==> src/rtl/uart_imem_loader.sv <==
// UART receiver that loads DATA_W-bit words into a small instruction memory read by PC.
// Define UART_PARITY_EN to expect one even-parity bit after the data bits.
module uart_imem_loader #(
  parameter int CLK_DIV = 10416,
  parameter int DATA_W  = 8,
  parameter int DEPTH   = 32,
  parameter int ADDR_W  = 5
) (
  input  logic              Clk,
  input  logic              Reset_n,
  input  logic              RX,
  input  logic              Load,
  input  logic [ADDR_W-1:0] PC,
  output logic [DATA_W-1:0] data_out,
  output logic [ADDR_W:0]   Count,
  output logic              Full,
  output logic              FE,
  output logic              OVF,
  output logic              PE
);

  localparam int CNT_W = $clog2(CLK_DIV);
  localparam int DCW   = $clog2(DATA_W + 1);

`ifdef UART_PARITY_EN
  typedef enum logic [2:0] {IDLE, START, DATA, PARITY, STOP, BREAK} state_e;
`else
  typedef enum logic [2:0] {IDLE, START, DATA, STOP, BREAK} state_e;
`endif

  state_e             state_q;
  logic               rxMeta_q, rxSync_q, load_q;
  logic [CNT_W-1:0]   bitCnt_q;
  logic [DCW-1:0]     dataCnt_q;
  logic [DATA_W-1:0]  shift_q;
  logic [ADDR_W:0]    count_q;
  logic               fe_q, ovf_q;
  logic [DATA_W-1:0]  mem_q [DEPTH];
  logic               loadRise, bitEnd, halfBit, full, frameBad, stopGood, wrEn;

`ifdef UART_PARITY_EN
  logic pe_q, parErr_q;
  assign frameBad = parErr_q;
  assign PE       = pe_q;
`else
  assign frameBad = 1'b0;
  assign PE       = 1'b0;
`endif

  assign loadRise = Load & ~load_q;
  assign bitEnd   = (bitCnt_q == CNT_W'(CLK_DIV - 1));
  assign halfBit  = (bitCnt_q == CNT_W'(CLK_DIV / 2 - 1));
  assign full     = (count_q == (ADDR_W + 1)'(DEPTH));
  // A Load edge or a dropped Load in the stop-sample cycle suppresses the write.
  assign stopGood = (state_q == STOP) && bitEnd && rxSync_q && Load && !loadRise && !frameBad;
  assign wrEn     = stopGood && !full;

  always_ff @(posedge Clk or negedge Reset_n) begin
    if (!Reset_n) begin
      rxMeta_q  <= 1'b1;
      rxSync_q  <= 1'b1;
      load_q    <= 1'b0;
      state_q   <= IDLE;
      bitCnt_q  <= '0;
      dataCnt_q <= '0;
      shift_q   <= '0;
      count_q   <= '0;
      fe_q      <= 1'b0;
      ovf_q     <= 1'b0;
`ifdef UART_PARITY_EN
      pe_q      <= 1'b0;
      parErr_q  <= 1'b0;
`endif
    end else begin
      rxMeta_q <= RX;
      rxSync_q <= rxMeta_q;
      load_q   <= Load;
      if (loadRise) begin
        state_q  <= IDLE;
        bitCnt_q <= '0;
        count_q  <= '0;
        fe_q     <= 1'b0;
        ovf_q    <= 1'b0;
`ifdef UART_PARITY_EN
        pe_q     <= 1'b0;
`endif
      end else if (!Load) begin
        state_q   <= IDLE;
        bitCnt_q  <= '0;
        dataCnt_q <= '0;
      end else begin
        case (state_q)
          IDLE: begin
            if (!rxSync_q) begin
              state_q   <= START;
              bitCnt_q  <= '0;
              dataCnt_q <= '0;
`ifdef UART_PARITY_EN
              parErr_q  <= 1'b0;
`endif
            end
          end
          START: begin
            if (halfBit) begin
              bitCnt_q <= '0;
              state_q  <= rxSync_q ? IDLE : DATA;
            end else begin
              bitCnt_q <= bitCnt_q + 1'b1;
            end
          end
          DATA: begin
            if (bitEnd) begin
              bitCnt_q <= '0;
              shift_q  <= {rxSync_q, shift_q[DATA_W-1:1]};
              if (dataCnt_q == DCW'(DATA_W - 1)) begin
                dataCnt_q <= '0;
`ifdef UART_PARITY_EN
                state_q   <= PARITY;
`else
                state_q   <= STOP;
`endif
              end else begin
                dataCnt_q <= dataCnt_q + 1'b1;
              end
            end else begin
              bitCnt_q <= bitCnt_q + 1'b1;
            end
          end
`ifdef UART_PARITY_EN
          PARITY: begin
            if (bitEnd) begin
              bitCnt_q <= '0;
              state_q  <= STOP;
              if (rxSync_q != ^shift_q) begin
                parErr_q <= 1'b1;
                pe_q     <= 1'b1;
              end
            end else begin
              bitCnt_q <= bitCnt_q + 1'b1;
            end
          end
`endif
          STOP: begin
            if (bitEnd) begin
              bitCnt_q <= '0;
              if (rxSync_q) begin
                state_q <= IDLE;
                if (wrEn) begin
                  count_q <= count_q + 1'b1;
                end else if (stopGood) begin
                  ovf_q <= 1'b1;
                end
              end else begin
                fe_q    <= 1'b1;
                state_q <= BREAK;
              end
            end else begin
              bitCnt_q <= bitCnt_q + 1'b1;
            end
          end
          BREAK: begin
            if (rxSync_q) state_q <= IDLE;
          end
          default: state_q <= IDLE;
        endcase
      end
    end
  end

  // Memory clears on reset but survives new load sessions.
  always_ff @(posedge Clk or negedge Reset_n) begin
    if (!Reset_n) begin
      for (int i = 0; i < DEPTH; i++) mem_q[i] <= '0;
    end else begin
      for (int i = 0; i < DEPTH; i++) begin
        if (wrEn && count_q == (ADDR_W + 1)'(i)) mem_q[i] <= shift_q;
      end
    end
  end

  always_comb begin
    data_out = '0;
    for (int i = 0; i < DEPTH; i++) begin
      if (PC == ADDR_W'(i)) data_out = mem_q[i];
    end
  end

  assign Count = count_q;
  assign Full  = full;
  assign FE    = fe_q;
  assign OVF   = ovf_q;

endmodule

==> config.mk <==
export PLATFORM = sky130hd
export DESIGN_NAME = uart_imem_loader
export DESIGN_NICKNAME = d
export VERILOG_FILES = /design/src/rtl/uart_imem_loader.sv
export SDC_FILE = /design/constraint.sdc
export NUM_CORES = 1
export LEC_CHECK = 0
export ABC_CLOCK_PERIOD_IN_PS = 7150
export BUFFER_PORTS_ARGS = -buffer_cell sky130_fd_sc_hd__buf_4
export CAP_MARGIN = 20
export CORE_ASPECT_RATIO = 0.6
export CORE_UTILIZATION = 34
export DETAILED_ROUTE_END_ITERATION = 7
export GPL_TIMING_DRIVEN = 0
export PLACE_DENSITY = 0.44
export SLEW_MARGIN = 20
export SYNTH_ARGS = -nofsm -noshare
export SYNTH_HDL_FRONTEND = slang
export SYNTH_SLANG_ARGS = --single-unit
==> constraint.sdc <==
create_clock -name Clk -period 7.15 [get_ports Clk]
set_input_delay 0.3575 -clock Clk [delete_from_list [all_inputs] [get_ports Clk]]
set_output_delay 0.3575 -clock Clk [all_outputs]
set_load 0.01 [all_outputs]
Word-level counts from Yosys, hierarchy flattened
Index checks and enable logic that the tools add are counted.
{"block": "word_totals", "ff_bits": 296, "inputBits": 9, "output_inout_bits": 18, "wordCells": 258}
{"block": "classes", "n_addsub": 3, "eq_ne": 82, "muxes": 72, "bitwise_logic": 3, "reduce_logical": 56}
{"cell": "$mux 8", "n": 32}
{"cell": "$eq 6x5->1 const B", "n": 16}
{"cell": "$eq 5x5->1 const B", "n": 16}
{"cell": "$mux 14", "n": 5}
{"cell": "$eq 6x4->1 const B", "n": 8}
{"cell": "$pmux 14 s3", "n": 1}
{"cell": "$eq 5x4->1 const B", "n": 8}
{"cell": "$logic_and 1x1->1", "n": 37}
{"cell": "$mux 6", "n": 6}
{"cell": "$mux 3", "n": 9}
{"cell": "$eq 6x3->1 const B", "n": 4}
{"cell": "$ne 4x4->1 const B", "n": 6}
{"cell": "$eq 5x3->1 const B", "n": 4}
{"cell": "$mux 4", "n": 4}
{"cell": "$pmux 3 s5", "n": 1}
{"cell": "$add 14x1->14 const B", "n": 1}
{"cell": "$eq 14x13->1 const B", "n": 1}
{"cell": "$eq 14x14->1 const B", "n": 1}
{"cell": "$eq 6x2->1 const B", "n": 2}
{"cell": "$mux 1", "n": 12}
{"cell": "$reduce_and 4->1", "n": 3}
{"cell": "$reduce_and 6->1", "n": 2}
{"cell": "$reduce_bool 2->1", "n": 6}
{"cell": "$eq 5x2->1 const B", "n": 2}
{"cell": "25 further kinds", "n": 29}

Longest topological paths before layout
Gate-level depths: netlist of run 1.
{"block": "depth", "word_depth": 33, "mapped_depth": 10, "mapped_depth_nobuf": 7}

Worst setup path before layout of run 1
OpenSTA, ideal clock, no wires.
{"block": "synth_timing", "kind": "input port to output port", "startpoint": "in PC[2]", "endpoint": "out data_out[6]", "t_arrival_ns": 2.133, "required_ns": 6.793, "setup_slack_ns": 4.660, "stages": 7, "n_path_buf": 3, "cell_sequence": "clkbuf_1 -> clkbuf_1 -> buf_1 -> nor4_1 -> o31ai_1 -> nand3_1 -> o41ai_1"}
{"block": "synth_via", "elab_chain_cells": 33, "elab_cells_between_ends": 64, "classes_between": "31 x eq/ne; 32 x mux; 1 x reduce/logical"}
{"item": "start, declared", "line": "13", "rtl": "input logic [ADDR_W-1:0] PC,"}
{"item": "$logic_not 5->1", "line": "184", "rtl": "if (PC == ADDR_W'(i)) data_out = mem_q[i];"}
{"item": "$mux 8 (31 in a row)", "line": "184"}
{"item": "$mux 8 *", "line": "184"}
{"item": "end, declared", "line": "14", "rtl": "output logic [DATA_W-1:0] data_out,"}
Mark *: on every way between the ends. The rest lies on a longest branch, timed or not.

Worst setup path after layout of run 1
{"block": "layout_timing", "startpoint": "in PC[1]", "endpoint": "out data_out[3]"}
Same word-level chain as after synthesis.

==> results.txt, run 1 <==
The fraction of registers with async set or reset after synthesis was 1.00; the mean post-synth cell area was 11.8 um2. The logs give 8.21 nW for the static leakage and 4410 ps for the arrival time of the worst setup path. Die height: 167 um. In the post-synthesis netlist, the biggest area contributors are dfrtp_1 (48%), mux2_2 (20%), mux2i_1 (2.6%). Yosys mapped a number of flops with a built-in enable equal to 0. The number of buffer and inverter stages on the critical path works out to 5.

The tools report the maximum number of pins on one net before global-route repair as 77. Ranked by instance count, the synthesized netlist is headed by dfrtp_1 (294), mux2_2 (268), nand2_1 (66). 27 I/O pins were placed. The number of storage elements in the synthesis netlist came out at 296. Walking the worst path, the cells encountered are buf_4, buf_2, buf_2, buf_1, o21ai_0, o211ai_1, a21boi_0, o31ai_1, a21oi_1, buf_4.

The via count of the first global-routing pass came out at 11,300. The number of max-slew violations in the final report was 0. The pre-antenna-repair detailed-routing pass consisted of 5 iterations.

Input and output buffers added on the ports amount to 24. Summed over all nets, the half-perimeter wirelength after detailed placement is 44.4 mm. The flow ran to the end, and the final reports show no timing, DRC or antenna violations. Maximum achievable frequency: 210 MHz. TritonCTS built the clock tree. Summed over all failing endpoints, the final setup total negative slack is 0 ps.

After the flow finishes, the layout carries non-filler instances totaling 1,975. The post-CTS clock slew at the launch and capture registers of the worst setup and hold paths works out to 60 ps. The worst hold path belongs to the class in2async.

The area of the core was 44,000 um2; the final wirelength was 60.8 mm. The tools report the master cell of the clock root buffer as clkbuf_16. Counting every sink on the clock net gives 296.

At the end of routability-driven placement, the weighted congestion stood at 0.992. The peak ir drop on the vdd network was 147 uV. In the post-synthesis netlist, the cell with the most instances is dfrtp_1. The net count of the finished layout is 1,385. The worst setup path is captured at a primary output. The run gives 11,700 as the via total after detailed routing. The overall global routing resource usage was 0.265; the Yosys warning count was 0. Measured in cells, the most critical reg-to-reg path has a length of 8.

The part of the cycle the worst path needs is 0.667. Relative to the synthesized area, the layout overhead comes to 14.4%. The utilization after layout came out at 0.401. The run gives 0.482 as the clock network fraction of total power. Maximum net fanout on the critical path: 10. The number of nets in the synthesized netlist is 1,316. The power per unit of standard cell area works out to 216 nW/um2. The total clock buffers created by CTS is 34. In this run the core area contains 59 standard-cell rows. The die covers 46,200 um2. The floorplan step set the die width to 277 um. Cell at the slowest stage of the critical path: buf_1. Including well taps, the total number of placed cells is 1,908. The logs give 0.350 for the effective utilization at floorplan and 0.481 for the register area share after synthesis. The internal power was 2.85 mW.

Data on the critical path is required at its endpoint by 6790 ps. Hold timing on the final database bottoms out at a slack of 325 ps. Setup repair after global routing left no endpoint under its margin. The count of nets left with antenna violations once routing finished came out at 0. Path type of the worst setup path: in2out. Using the TritonRoute via totals, the vias-per-cell ratio works out to 5.93. The design draws 3.81 mW. Count of routing violations after the opening detailed-route iteration: 1,489.

The logs give 3 for the buffer depth of the longest clock path and 91 for the unique cell type count in the Yosys netlist. In this design, the stage delay of the slowest critical-path cell is 840 ps. For this run, design rule violations remaining after detail routing come to 0. For the finished layout, the period the worst path requires is 4770 ps.

For this design the total switching power over the nets is 965 uW. The portion of synthesized cell area occupied by the leading cell type is 0.478, and the first-pass GRT wire length is 87.1 mm. The net switching fraction of the power is 0.253, and the headroom to the max-slew limit is 0.217. The largest total area in the synthesized netlist belongs to dfrtp_1. The clock reaches the later pin of the worst-skew pair after 540 ps.

The tools report the H-tree level count as 2. Post-synth design cell area: 15,400 um2. For the pin with the worst max-slew slack, the measured transition is 1160 ps. Counting buffers and inverters, the worst setup path is 10 cells deep.

Clock skew on the completed layout was measured at 28.8 ps. For the global-route congestion overflow total, the log shows 0. The tools report the logic gate share of total power as 0.077. The worst setup path is launched from an input port.

Dividing the detail-routed wire length by the instance count gives 30.8 um. The most used flip-flop cell after synthesis is dfrtp_1. The number of cells produced by synthesis is 1,301. The tools report the number of antenna violations at the first check in global routing as 3. The final-report hold violation count is 0, and the fraction of final layout cells sized beyond drive strength 1 is 0.320. Setup violations remaining at the end of the flow were counted as 0. The relative contribution of sequential cells to total power came out at 0.441. Max-cap violations in this run came to 0.

The kind of cell with the highest combined delay along the critical path is compound AO/OA/AOI/OAI gates.
-- area by class of cell --
cell class / instances / area (um2)
plain buffers: 96 / 663
multi-input cells: 897 / 7290
flip-flops and latches: 296 / 7410
repair buffers: 33 / 350
well taps: 579 / 724
clock inverters: 11 / 161
clock buffers: 47 / 971
inverters: 12 / 45.0
diodes: 4 / 10.0
fillers: 4244 / 26400
-- per-stage QoR --
stage,setup WS (ps),area [um2]
6_report,2380,17600
5_1_grt,2210,17600
4_1_cts,2400,17600
3_5_place_dp,2410,16400
3_3_place_gp,2420,16300
2_1_floorplan,4660,15400
-- routing by layer --
metal,global-route usage,part of all wire,wire (um)
met1,0.434,0.51,31100
met2,0.315,0.36,21700
met3,0.0967,0.12,7070
met4,0.0478,0.017,1010
met5,0,0.00021,13
-- power groups by stage --
stage | registers, mW | logic (mW) | clock network [mW]
2_1_floorplan | 1.71 | 0.125 | 0
3_3_place_gp | 1.71 | 0.272 | 0
3_5_place_dp | 1.71 | 0.279 | 0
4_1_cts | 1.68 | 0.281 | 1.87
5_1_grt | 1.68 | 0.305 | 1.95
6_report | 1.68 | 0.292 | 1.84
-- layout by cell type (no fill, tap or decap), types with 21 or more instances in the layout --
master	count
dfrtp_1	294
mux2_2	268
nand2_1	66
clkbuf_1	61
o21ai_0	60
nor2_1	55
a21oi_1	44
mux2i_1	40
clkbuf_16	35
nor3_1	25
buf_4	25
nand3_1	23
o22ai_1	22
nor2b_1	21
-- final timing paths --
path / endpoint / slack (ps) / from
setup / recovery: data_out[3] / 2380 / PC[1]
hold / removal: bitCnt_q[8] / 320 / Reset_n
setup reg to reg: mem_q[93] / 3980 / bitCnt_q[0]
hold reg to reg: rxSync_q / 360 / rxMeta_q
max in group asynchronous: mem_q[93] / 5090 / Reset_n
min in group Clk: rxSync_q / 360 / rxMeta_q
-- what timing repair did --
action	CTS	global route
setup endpoints to repair	0	0
endpoints found under the hold margin	42	0
hold buffers	3	0
buffers inserted	0	0
gates resized for setup	0	0
-- state kept, by name, summed over array words and instances (netlist names) --
register / count
mem_q: 256
bitCnt_q: 14
shift_q: 8
Count: 6
dataCnt_q: 4
state_q: 3
FE: 1
OVF: 1
load_q: 1
rxMeta_q: 1
rxSync_q: 1
-- cells by family (layout without fill, tap and decap cells) --
family / count (synthesis) / count (layout) / share of synthesized area
xor+xnor: 11 / 11 / 0.00625
mux: 324 / 324 / 0.240
other cells: 1 / 5 / 0.000243
fa+ha+maj: 6 / 6 / 0.00487
compound gates: 254 / 254 / 0.111
simple gates: 301 / 301 / 0.111
flops: 296 / 296 / 0.481
buf+inv: 108 / 199 / 0.0459
Note: power is estimated with default switching activity, not from simulation.
==> inputs of run 2 (changes only) <==
ABC_CLOCK_PERIOD_IN_PS = 4450   (was 7150)
clock period = 4.45 ns   (was 7.15 ns; I/O delays follow)
==> results.txt, run 2 (synthesized netlist as in run 1, its figures left out) <==
The net switching fraction of the power was 0.253 (about the same). Derived from the worst setup path, the maximum achievable clock frequency is 232 MHz. The run gives 296 (unchanged) as the count of clock tree sinks. The final design instance area without fill was 17,600 um2 (about the same); the ratio of routed vias to standard cells was 5.93 (about the same). TritonCTS built the clock tree. Ordered cell list for the critical path: buf_4, clkbuf_1, clkdlybuf4s15_2, buf_2, nand3_1, o21ai_0, a222oi_1, a21oi_1, nor2_1, buf_4 (was buf_4, buf_2, buf_2, buf_1, o21ai_0, o211ai_1, a21boi_0, o31ai_1, a21oi_1, buf_4). The static leakage is 8.21 nW (about the same), and the pin slew with the least headroom to its limit is 1210 ps (was 1160 ps). The maximum number of pins on one net before global-route repair came out at 77 (unchanged). The post-CTS clock slew at the launch and capture registers of the worst setup and hold paths came out at 60 ps (about the same). The area of the core is 44,000 um2 (unchanged).

In this design, the critical path's most frequently occurring cell is buf_4. The worst min-delay path category is in2async (unchanged). The clock network fraction of total power was 0.482 (about the same); the count of routing violations after the opening detailed-route iteration was 1,436 (was 1,489).

The relative area change from synthesis to final layout works out to 14.5% (was 14.4%). First-pass GRT wire length: 87.1 mm (unchanged). The run gives 4230 ps (was 6790 ps) as the data required time of the worst path. The logs give 44.4 mm (unchanged) for the placed wire-length estimate after detailed placement and 3 (unchanged) for the buffer depth of the longest clock path. The logs give 6 (was 5) for the number of optimization iterations in the first detailed-route pass and -21.9 ps (was 2410 ps) for the pre-CTS setup slack.

The cell at the slowest stage of the critical path is o21ai_0 (was buf_1). Number of top-level pins: 27 (unchanged). Setup repair after global routing left no endpoint under its margin.

The part of the cycle the worst path needs is 0.970. The internal power came out at 4.57 mW (was 2.85 mW). The run gives 2 (was 3) as the number of antenna violations at the first check in global routing. The latest clock arrival within the worst-skew pair is 540 ps (about the same), and the footprint of the flip-flops and latches is 7410 um2 (unchanged). The number of core rows is 59 (unchanged), and the final-report hold violation count is 0 (unchanged). The area used by multi-input combinational logic was 7300 um2 (was 7290 um2). Regs by FF count: mem_q: 256 flops, bitCnt_q: 14 flops, shift_q: 8 flops (unchanged).

The relative contribution of sequential cells to total power is 0.441 (about the same). The run gives 0.992 (unchanged) as the global placer's final weighted congestion. The tools report the arrival time of the worst setup path as 4100 ps (was 4410 ps). The number of max-cap violations is 0 (unchanged).

The master cell of the clock root buffer is clkbuf_16 (unchanged). The switching component of the power was 1.55 mW (was 965 uW); the number of max-slew violations in the final report was 0 (unchanged). The run gives 27.1 ps (was 28.8 ps) as the final worst clock skew.

The path type of the worst setup path was in2out (unchanged). The number of fillers in the final layout came out at 4,244 (unchanged). The tools report the element type at the critical path start as an input port (unchanged). The logs give 60.8 mm (about the same) for the final wirelength and 0 (unchanged) for the number of design rule violations left after detail routing. The instance area at placement was 16,400 um2 (unchanged); the die height was 167 um (unchanged).

The maximum net fanout on the critical path is 10 (unchanged). The tools report the overall global routing resource usage as 0.265 (unchanged). The number of flip-flops in the largest register was 256 (unchanged). The tools report the total setup violations reported at the end of the flow as 0 (unchanged).

The global-route congestion overflow total is 0 (unchanged). The quantity of I/O buffers inserted on ports works out to 24 (unchanged). Most flop-heavy register: mem_q (unchanged).

The total die area came out at 46,200 um2 (unchanged). The tools report the count of nets left with antenna violations after detail routing as 0 (unchanged). The tools report the type of destination of the critical path as a primary output (unchanged). After layout, the minimum clock period comes to 4320 ps. Commonest non-fill, non-tap cells in the layout: dfrtp_1 (294), mux2_2 (268), nand2_1 (66), clkbuf_1 (61), o21ai_0 (60) (unchanged). The critical path's largest stage delay is 770 ps (was 840 ps), and the fraction of final layout cells sized beyond drive strength 1 is 0.321 (was 0.320). The run finished with clean final reports. The headroom to the max-slew limit is 0.183 (was 0.217), and the power per unit of standard cell area is 347 nW/um2 (was 216 nW/um2).

The logs give 237 uV (was 147 uV) for the peak ir drop on the vdd network and 2 (unchanged) for the H-tree level count. For the setup slack after layout, the log shows 131 ps (was 2380 ps). The via total after detailed routing is 11,700 (about the same). The tools report the total clock buffers created by CTS as 34 (unchanged). The die span in x is 277 um (unchanged). The commonest non-fill, non-tap cell in the layout is dfrtp_1 (unchanged). The logs give 0.077 (about the same) for the logic gate share of total power and 0.350 (unchanged) for the effective utilization at floorplan. The logs give 11,300 (unchanged) for the via count of the first global-routing pass and 1,384 (was 1,385) for the net count reported at finish. The final routed wire length divided by cell count works out to 30.8 um (about the same).
## run 2: final cells by class
type | count | area share
Buffer | 96 | 0.0384
Clock inverter | 11 | 0.00916
Clock buffer | 47 | 0.0551
Multi-Input combinational cell | 897 | 0.414
Sequential cell | 296 | 0.420
Timing Repair Buffer | 32 | 0.0192
Inverter | 12 | 0.00256
Tap cell | 579 | 0.0411
Antenna cell | 2 | 0.000284
## run 2: repair_timing
action / CTS / global route
gates resized for setup: 2 / 3
endpoints found under the hold margin: 107 / 0
setup endpoints to repair: 1 / 1
setup buffers: 0 / 0
hold buffers: 3 / 0
## run 2: routing by layer
layer	global-route usage	vias to the layer above	routed length, um
met5	0	-	13
met4	0.0478	2	895
met3	0.0967	73	7110
met2	0.315	573	21600
met1	0.434	6099	31200
li1	-	4939	-
## run 2: final timing paths
check	depth (start not counted)	slack, ps	end	start
setup / recovery	10	130	data_out[5]	PC[1]
hold / removal	2	190	bitCnt_q[8]	Reset_n
setup reg to reg	8	1260	mem_q[93]	bitCnt_q[0]
hold reg to reg	0	360	rxSync_q	rxMeta_q
max in group asynchronous	6	2530	mem_q[93]	Reset_n
min in group Clk	2	340	rxMeta_q	RX
## run 2: power groups by stage
| stage | clock network [mW] | registers, mW | logic (mW) |
|---|---|---|---|
| detailed placement | 0 | 2.75 | 0.448 |
| global route | 3.13 | 2.70 | 0.490 |
| floorplan | 0 | 2.75 | 0.200 |
| finish | 2.95 | 2.70 | 0.470 |
| CTS | 3.01 | 2.70 | 0.452 |
| global placement | 0 | 2.75 | 0.437 |
## run 2: critical path: cells and delay by family
family,cells,cell delay [ps]
buf+inv,5,2110
simple gates,2,310
compound gates,3,1430
## run 2: through the flow
stage                     utilization  instances  power (mW)  hold slack, ps  setup TNS, ps
after floorplan                     -       1301        2.95           -73.1              0
after global placement          0.371       1904        3.19             332          -12.8
after detailed placement        0.373       1908        3.20             138          -21.9
after CTS                       0.400       1969        6.16             194              0
after global routing            0.401       1970        6.32             223              0
final                           0.401       1972        6.12             190              0
==> inputs of run 3 (changes only) <==
ABC_AREA = 1   (was default)
REMOVE_ABC_BUFFERS = 1   (was default)
==> results.txt, run 3 <==
The worst min-delay path category is in2async (unchanged). The most frequent cell after synthesis is nand2_1 (was dfrtp_1). The logs give 0 (unchanged) for the number of max-cap violations and 1 (was 2) for the number of antenna violations at the first check in global routing.

The ratio of routed vias to standard cells came out at 5.02 (was 5.93). The most flop-heavy register was mem_q (unchanged). Quantity of gates resized following cts: 0 (was 2). Maximum number of pins on one net before global-route repair: 84 (was 77).

The tools report the source of the worst register-to-register timing path as bitCnt_q[9] (was bitCnt_q[0]). The worst setup slack for register-to-register paths was 1070 ps (was 1260 ps); the critical path's largest stage delay was 640 ps (was 770 ps). The number of cells produced by synthesis came out at 1,737 (was 1,301). The die height works out to 158 um (was 167 um).

The number of buffer and inverter stages on the critical path works out to 2 (was 5). The effective utilization at floorplan was 0.350 (about the same). Library cell occupying the most area in the post-synthesis netlist: dfrtp_1 (unchanged). The number of fillers in the final layout is 4,154 (was 4,244), and the quantity of I/O buffers inserted on ports is 25 (was 24).

The relative area change from synthesis to final layout was 12.5% (was 14.5%). The number of core rows was 56 (was 59). The unique cell type count in the Yosys netlist came out at 37 (was 91).

The run gives 39,500 um2 (was 44,000 um2) as the area of the core. The minimum period implied by the final worst setup slack is 4050 ps (was 4320 ps). Master cell of the clock root buffer: clkbuf_16 (unchanged). The logs give 1,743 (was 1,384) for the net count reported at finish and 27 (unchanged) for the number of top-level pins. The run gives 0 (unchanged) as the global-route congestion overflow total. Top cell types by occurrence after synthesis: nand2_1 (580), dfrtp_1 (294), o21ai_0 (294) (was dfrtp_1 (294), mux2_2 (268), nand2_1 (66)). Element type at the critical path start: an input port (unchanged). The count of nets left with antenna violations after detail routing was 0 (unchanged); the H-tree level count was 1 (was 2). Placed wire-length estimate after detailed placement: 28.4 mm (was 44.4 mm).

The total negative slack was 0 ps (unchanged). Via count of the first global-routing pass: 10,800 (was 11,300). The peak ir drop on the vdd network is 268 uV (was 237 uV). The tools report the final worst clock skew as 11.0 ps (was 27.1 ps).

The maximum net fanout on the critical path works out to 12 (was 10). The die span in x works out to 262 um (was 277 um). The run finished with clean final reports.

The most used flip-flop cell after synthesis was dfrtp_1 (unchanged). Setup repair after global routing left no endpoint under its margin. The headroom to the max-slew limit came out at 0.282 (was 0.183). Ordered cell list for the critical path: buf_4, nor2_1, nand2_1, nor2_1, nand2_1, nand2_1, nor2_1, nand4_1, nand2_1, nand3_1, nand2_1, nand4_1, nand2_1, nand4_1, nor2_1, nand4_1, nand2_1, nand4_1, nand2_1, nand4_1, nand2_1, nand3_1, buf_4 (was buf_4, clkbuf_1, clkdlybuf4s15_2, buf_2, nand3_1, o21ai_0, a222oi_1, a21oi_1, nor2_1, buf_4). The fraction of registers with async set or reset after synthesis came out at 1.00 (unchanged). The total die area was 41,500 um2 (was 46,200 um2). The path type of the worst setup path is in2out (unchanged).

First-pass GRT wire length: 66.4 mm (was 87.1 mm). The cell with the most instances on the worst path is nand2_1 (was buf_4). For the final-report hold violation count, the log shows 0 (unchanged). Commonest non-fill, non-tap cell in the layout: nand2_1 (was dfrtp_1).

TritonCTS built the clock tree. The mean post-synth cell area works out to 7.96 um2 (was 11.8 um2). The number of cells traversed by the worst register-to-register path was 11 (was 8).

The part of the cycle the worst path needs was 0.910 (was 0.970). Area contributors post-synth: dfrtp_1 (53%), nand2_1 (16%), o21ai_0 (11%) (was dfrtp_1 (48%), mux2_2 (20%), mux2i_1 (2.6%)). For the data required time of the worst path, the log shows 4230 ps (about the same). The post-CTS clock slew at the launch and capture registers of the worst setup and hold paths is 60 ps (about the same). The endpoint of the worst register-to-register path is mem_q[189] (was mem_q[93]). Cell at the slowest stage of the critical path: nor2_1 (was o21ai_0). The count of buffers added by post-CTS timing repair for setup is 0 (unchanged). The logs give 0.536 (was 0.481) for the register area share after synthesis and 247 MHz (was 232 MHz) for the maximum achievable frequency. The number of storage elements in the synthesis netlist is 296 (unchanged). Family of cells with the greatest summed delay on the critical path: simple AND/OR/NAND/NOR gates (was buffers and inverters). The number of flip-flops in the largest register works out to 256 (unchanged). Commonest non-fill, non-tap cells in the layout: nand2_1 (580), dfrtp_1 (294), o21ai_0 (294), inv_1 (136), nor2_1 (100) (was dfrtp_1 (294), mux2_2 (268), nand2_1 (66), clkbuf_1 (61), o21ai_0 (60)). The tools report the number of max-slew violations in the final report as 0 (unchanged). Regs by FF count: mem_q: 256 flops, bitCnt_q: 14 flops, shift_q: 8 flops (unchanged).

The fraction of final layout cells sized beyond drive strength 1 was 0.0714 (was 0.321); the total setup violations reported at the end of the flow was 0 (unchanged). The latest clock arrival within the worst-skew pair came out at 580 ps (was 540 ps). The power per unit of standard cell area came out at 368 nW/um2 (was 347 nW/um2).

The total clock buffers created by CTS was 30 (was 34); the pin slew with the least headroom to its limit was 1070 ps (was 1210 ps). The overall global routing resource usage is 0.208 (was 0.265), and the count of flip-flops with a built-in enable after synthesis is 0 (unchanged). For the final wirelength, the log shows 41.7 mm (was 60.8 mm). For the via total after detailed routing, the log shows 11,400 (was 11,700). The tools report the type of destination of the critical path as a primary output (unchanged).

The final hold slack was 159 ps (was 190 ps). The count of clock tree sinks came out at 296 (unchanged). The arrival time of the worst setup path came out at 3830 ps (was 4100 ps). For the count of routing violations after the opening detailed-route iteration, the log shows 1,091 (was 1,436). For the number of design rule violations left after detail routing, the log shows 0 (unchanged).

The tools report the number of optimization iterations in the first detailed-route pass as 5 (was 6). The tools report the static leakage as 6.81 nW (was 8.21 nW). The tools report the global placer's final weighted congestion as 0.864 (was 0.992). The buffer depth of the longest clock path was 3 (unchanged); the Yosys warning count was 0 (unchanged). The final routed wire length divided by cell count is 18.3 um (was 30.8 um). The post-synth design cell area came out at 13,800 um2 (was 15,400 um2). The portion of synthesized cell area occupied by the leading cell type works out to 0.532 (was 0.478).
-- run 3: cell count changes after synthesis, sizes merged, moves of 22 or more --
| cell | before | now |
|---|---|---|
| inv | 11 | 149 |
| mux2 | 278 | 0 |
| mux2i | 40 | 0 |
| nand2 | 82 | 582 |
| nand3 | 24 | 46 |
| nand4 | 9 | 67 |
| nor2 | 71 | 109 |
| o21ai | 61 | 294 |
-- run 3: metrics by stage --
stage          area, um2  setup slack, ps  utilization  total power, mW  std cells
3_5_place_dp       14500              519        0.366             3.05       2215
6_report           15500              402        0.393             5.72       2275
2_1_floorplan      13500             2180            -             2.89       1664
5_1_grt            15500              184        0.393             5.95       2273
3_3_place_gp       14400              162        0.363             3.04       2211
4_1_cts            15500              502        0.393             5.80       2273
-- run 3: layer usage --
layer,track usage,part of all wire,vias to the layer above
met2,0.277,0.38,199
met4,0.0280,0.010,0
met3,0.0364,0.052,39
met5,0,0,-
met1,0.343,0.56,5537
li1,-,-,5638
-- run 3: report_power, final --
part           internal (mW)  switching [mW]
Clock                   1.61            1.11
Combinational         0.0699           0.215
Sequential              2.70          0.0118
Total                   4.39            1.33
-- run 3: worst max-delay path by stage --
stage / depth (start not counted) / startpoint / endpoint
final: 23 / PC[2] / data_out[6]
after global routing: 23 / PC[2] / data_out[6]
after CTS: 23 / PC[2] / data_out[6]
after detailed placement: 23 / PC[2] / data_out[6]
after global placement: 1 / Reset_n / mem_q[14]
after floorplan: 23 / PC[2] / data_out[7]
-- run 3: area by class of cell --
| type | instances | area [um2] | share of cell area |
|---|---|---|---|
| multi-input cells | 1219 | 5560 | 0.358 |
| repair buffers | 32 | 313 | 0.0201 |
| flip-flops and latches | 296 | 7410 | 0.477 |
| inverters | 149 | 559 | 0.0360 |
| clock inverters | 3 | 90.1 | 0.00580 |
| well taps | 522 | 653 | 0.0420 |
| diodes | 2 | 5.00 | 0.000322 |
| clock buffers | 52 | 955 | 0.0614 |
-- run 3: cell families (layout without fill, tap and decap cells) --
group | after synthesis | after routing | synth area share
and+or+nand+nor | 869 | 869 | 0.269
DFF | 296 | 296 | 0.536
AOI/OAI and AO/OA | 342 | 342 | 0.126
buffers and inverters | 222 | 236 | 0.0627
xor gates and xnor gates | 1 | 1 | 0.000634
other | 1 | 3 | 0.000271
adders and majority gates | 6 | 6 | 0.00543
-- run 3: timing repair --
item,in CTS,in global routing
endpoints found under the hold margin,60,0
hold buffers,3,0
setup endpoints to repair,0,0
